File: config.mk
export PLATFORM = sky130hd
export DESIGN_NAME = program_counter
export DESIGN_NICKNAME = d
export VERILOG_FILES = /design/src/rtl/program_counter.sv
export SDC_FILE = /design/constraint.sdc
export NUM_CORES = 1
export LEC_CHECK = 0
export BUFFER_PORTS_ARGS = -buffer_cell sky130_fd_sc_hd__buf_4
export CAP_MARGIN = 10
export CORE_MARGIN = 2
export CORE_UTILIZATION = 40
export DETAILED_ROUTE_END_ITERATION = 8
export GPL_TIMING_DRIVEN = 0
export PLACE_DENSITY = 0.85
export SLEW_MARGIN = 20
export SYNTH_ARGS = -nofsm -noshare
export SYNTH_HDL_FRONTEND = slang
export SYNTH_SLANG_ARGS = --single-unit
File: constraint.sdc
create_clock -name clk -period 1.8 [get_ports clk]
set_clock_uncertainty 0.05 [all_clocks]
set_input_delay 0.36 -clock clk [delete_from_list [all_inputs] [get_ports clk]]
set_output_delay 0.36 -clock clk [all_outputs]
set_load 0.05 [all_outputs]
File: src/rtl/program_counter.sv
// Program-counter register for the single-cycle MIPS datapath: loads the next-PC
// value on each enabled clock edge and exposes PC + INC plus valid/alignment status.
module program_counter #(
    parameter int unsigned     N_bit       = 32,
    parameter longint unsigned RESET_VALUE = 64'd0,
    parameter int unsigned     INC         = 4
) (
    input  logic             clk,
    input  logic             reset_n,
    input  logic             en,
    input  logic [N_bit-1:0] PC_dash,
    output logic [N_bit-1:0] PC,
    output logic [N_bit-1:0] PC_plus,
    output logic             PC_valid,
    output logic             PC_misaligned
);

    localparam logic [N_bit-1:0] RST_PC     = N_bit'(RESET_VALUE);
    localparam logic [N_bit-1:0] INC_W      = N_bit'(INC);
    localparam int unsigned      ALIGN_BITS = $clog2(INC);

    // Reject increments that are not a power of two or do not fit the PC width.
    if ((N_bit == 32'd0) || (INC == 32'd0) || ((INC & (INC - 32'd1)) != 32'd0) ||
        ((N_bit < 32'd32) && (INC >= (32'd1 << N_bit)))) begin : g_bad_inc
        $error("program_counter: INC must be a power of two with 1 <= INC < 2**N_bit");
    end

    logic [N_bit-1:0] pc_d, pc_q;
    logic             pc_valid_d, pc_valid_q;

    // Next-state selection: load on enable, otherwise hold.
    always_comb begin
        pc_d       = pc_q;
        pc_valid_d = pc_valid_q;
        if (en) begin
            pc_d       = PC_dash;
            pc_valid_d = 1'b1;
        end else begin
            pc_d       = pc_q;
            pc_valid_d = pc_valid_q;
        end
    end

    // State registers; the reset input is active-high despite its name.
    always_ff @(posedge clk) begin
        if (reset_n) begin
            pc_q       <= RST_PC;
            pc_valid_q <= 1'b0;
        end else begin
            pc_q       <= pc_d;
            pc_valid_q <= pc_valid_d;
        end
    end

    assign PC       = pc_q;
    assign PC_valid = pc_valid_q;
    assign PC_plus  = pc_q + INC_W;

    if (ALIGN_BITS == 0) begin : g_no_align
        assign PC_misaligned = 1'b0;
    end else begin : g_align
        assign PC_misaligned = |pc_q[ALIGN_BITS-1:0];
    end

    program_counter_chk #(.N_bit(N_bit)) u_chk (
        .clk     (clk),
        .reset_n (reset_n),
        .en      (en),
        .PC_dash (PC_dash)
    );

endmodule

// Run-time checks kept apart from the datapath; ignored by synthesis.
module program_counter_chk #(
    parameter int unsigned N_bit = 32
) (
    input logic             clk,
    input logic             reset_n,
    input logic             en,
    input logic [N_bit-1:0] PC_dash
);

    // An unknown next-PC being loaded would poison every later fetch.
    always @(posedge clk) begin
        if (!reset_n && en) begin
            assert (!$isunknown(PC_dash))
            else $error("program_counter: X on PC_dash while loading");
        end
    end

endmodule

==> results_dict.tcl <==
set metrics [dict create \
    clkSinkCount 33 \
    place_hpwl_um 4070 \
    hold_depth 3 \
    pin_count 101 \
    syn_to_final_growth_pct 120 \
    place_ws_ns -0.436 \
    core_area_mm2 0.00438 \
    cp-start-kind "flop" \
    yosysMostFrequentCell "nor2_1" \
    seqPwrFrac_pct 37.8 \
    fin_tns_setup_ns -11.86 \
    setup_violations 27 \
    start_util_pct 41.7 \
    synth_flop_cell "dfxtp_1" \
    ys_top_cells_by_area "dfxtp_1 36%, mux2i_1 18%, nor2_1 8.0%, xnor2_1 7.7%, xor2_1 5.7%" \
    n_antenna_cell 0 \
    grt_pass1_wl_um 11200 \
    seqCellArea_um2 757 \
    vias 2110 \
    numCtsBuffers 5 \
    worstHoldEndpoint "PC[25]" \
    p_sw_uw 880 \
    maxCapViolations 0 \
    r2r_end "PC[10]" \
    yosys.area.top_type "dfxtp_1" \
    fmax_ghz 0.416 \
    hp-start "PC_dash[25]" \
    worstPathArrival_ns 2.00 \
    synthDistinctLibCells 26 \
    fin_crit_ns 2.41 \
    cp-end-kind "output pin" \
    required_ns 1.39 \
    cts_tree "done" \
    yosysSeqAreaShare_pct 36.1 \
    outcome "complete, but fails checks" \
    reg2reg_depth 5 \
    pwr-share-comb_pct 37.7 \
    synth_cells 195 \
    clk_path_buf_depth 2 \
    dieHeight_um 71.6 \
    drv_slew 0 \
    hold_slack_ns 0.261 \
    r2r-start "PC[10]" \
    drtIter0Drc 137 \
    hold_class "input port to flop" \
    crit_fanout 3 \
    power.density_mw_per_mm2 561 \
    rsz0062_at_grt "true" \
    grt_pass1_vias 2196 \
    tightest_slew_ns 0.558 \
    yosys_warnings 0 \
    cts-root-buf "clkbuf_8" \
    yosysTopAreaCellShare_pct 36.1 \
    nets 382 \
    wl_per_cell_um 20.6 \
    r2r_setup_slack_ns 0.62 \
    grt_antenna_before_repair 0 \
    clk_pin_slew_ns 0.07 \
    clock_latency_ns 0.28 \
    drive_gt1_share_pct 72.6 \
    grt-ovfl-total 0 \
    drt_wl_total_um 8210 \
    grt_max_degree 11 \
    finalHoldViolations 0 \
    drc_errors 0 \
    violations "setup timing" \
    power.internal_mw 1.38 \
    syn_nets 231 \
    layout_setup_ws_ns -0.605 \
    drtPass1Iterations 4 \
    netlist_area_mm2 0.00183 \
    synth_edf_count 0 \
    postSynth.asyncResetShare_pct 0 \
    crit_type "flop to output pin" \
    die_w_um 71.6 \
    gp_congestion 0.750 \
    fill_cells 153 \
    synth-seq-cells 33 \
    p_sw_share_pct 39.0 \
    grt_usage_pct 28.6 \
    peakVddDrop_v 0.000539 \
    power.leakage_nw 2.01 \
    yosys-top-cells-count "39 x nor2_1, 33 x dfxtp_1, 32 x mux2i_1" \
    ant_nets 0 \
    relSlewSlack_pct 62.8 \
    dieArea_mm2 0.00513 \
    viasPerCell 5.29 \
    min_period_over_period_pct 134 \
    pwr-share-clk_pct 24.5 \
    row_count 24 \
    io_buffers 98 \
    multi_input_area_mm2 0.00182 \
    cts.htree.levels 2 \
    synth_area_per_cell_um2 9.37 \
]
critical path: stages (launching register included):
cell	delay (ns)
dfxtp_4	0.37
ha_4	0.16
nand3_4	0.10
or2_1	0.26
buf_6	0.15
nor4_4	0.32
xor2_4	0.18
buf_8	0.16
placed cells by master, fill, tap and decap left out:
cell type and instances:
ha_4 1, nand2_4 6, or2_2 1, nor2_4 5, nand3_1 2, nand2_1 6, or2_1 1, nor2_1 34
nand4_4 4, nor4b_4 1, nand2_2 1, and2_4 1, nand3_4 8, inv_1 2, or2_4 1, buf_2 3
buf_8 3, dfxtp_1 4, xnor2_4 12, mux2i_1 32, dfxtp_2 5, clkbuf_8 5, and4_4 5, xnor2_2 4
xor2_4 8, dfxtp_4 24, buf_4 106, and3_1 1, xor2_2 4, nor4_4 6, nand4_1 3, buf_6 38
and2_1 2, clkbuf_1 8
sequential cells by signal (all words and copies together), names as in the netlist:
| signal | count |
|---|---|
| PC | 32 |
| PC_valid | 1 |
cells by family after synthesis:
| group | Yosys count | share of synthesized area [%] |
|---|---|---|
| adder cells (fa/ha/maj) | 1 | 0.684 |
| flip-flops | 33 | 36.1 |
| AND/OR/NAND/NOR | 88 | 28.5 |
| multiplexers | 32 | 17.5 |
| buffers and inverters | 13 | 3.70 |
| XOR/XNOR | 28 | 13.4 |
routing by layer:
metal	global-route usage, %	share of wire (%)	vias up
li1	-	-	968
met4	10.7	1.5	0
met2	52.8	54	90
met3	5.77	5.1	15
met5	0	0	-
met1	32.3	39	1037
worst max-delay path by stage:
stage            from          end  slack [ns]  cells after the start
2_1_floorplan  PC[12]  PC_plus[20]       -0.36                      4
3_3_place_gp   PC[12]  PC_plus[20]       -0.44                      5
3_5_place_dp   PC[12]  PC_plus[22]       -0.44                      5
4_1_cts         PC[2]  PC_plus[30]       -0.59                      7
5_1_grt        PC[15]  PC_plus[19]       -0.67                      6
6_report        PC[3]  PC_plus[30]       -0.61                      7
layout make-up:
cell class / count / area share [%]
repair buffers: 144 / 30.8
multi-input cells: 149 / 45.1
plain buffers: 11 / 1.49
well taps: 52 / 1.61
flip-flops and latches: 33 / 18.8
clock buffers: 8 / 1.99
inverters: 2 / 0.186
what timing repair did:
action                     CTS  global route
gates resized for setup     61            16
hold buffers                 0             0
setup endpoints to repair   26            27
buffers inserted            33            15
pin swaps                   30            20
per-stage QoR:
stage | util, % | cell area, um^2 | instances | total power, mW
after floorplan | - | 2480 | 195 | 1.36
after global placement | 74.9 | 3290 | 345 | 1.58
after detailed placement | 74.9 | 3290 | 345 | 1.59
after CTS | 87.9 | 3850 | 386 | 2.20
after global routing | 91.9 | 4030 | 399 | 2.33
final | 91.9 | 4030 | 399 | 2.26
power by group through the flow:
stage | combinational [mW] | clock, mW | sequential, mW
floorplan | 0.337 | 0 | 1.02
global placement | 0.693 | 0 | 0.884
detailed placement | 0.701 | 0 | 0.886
CTS | 0.807 | 0.547 | 0.846
global route | 0.880 | 0.591 | 0.859
finish | 0.852 | 0.554 | 0.853
No activity file was read; power rests on OpenSTA's default activity.
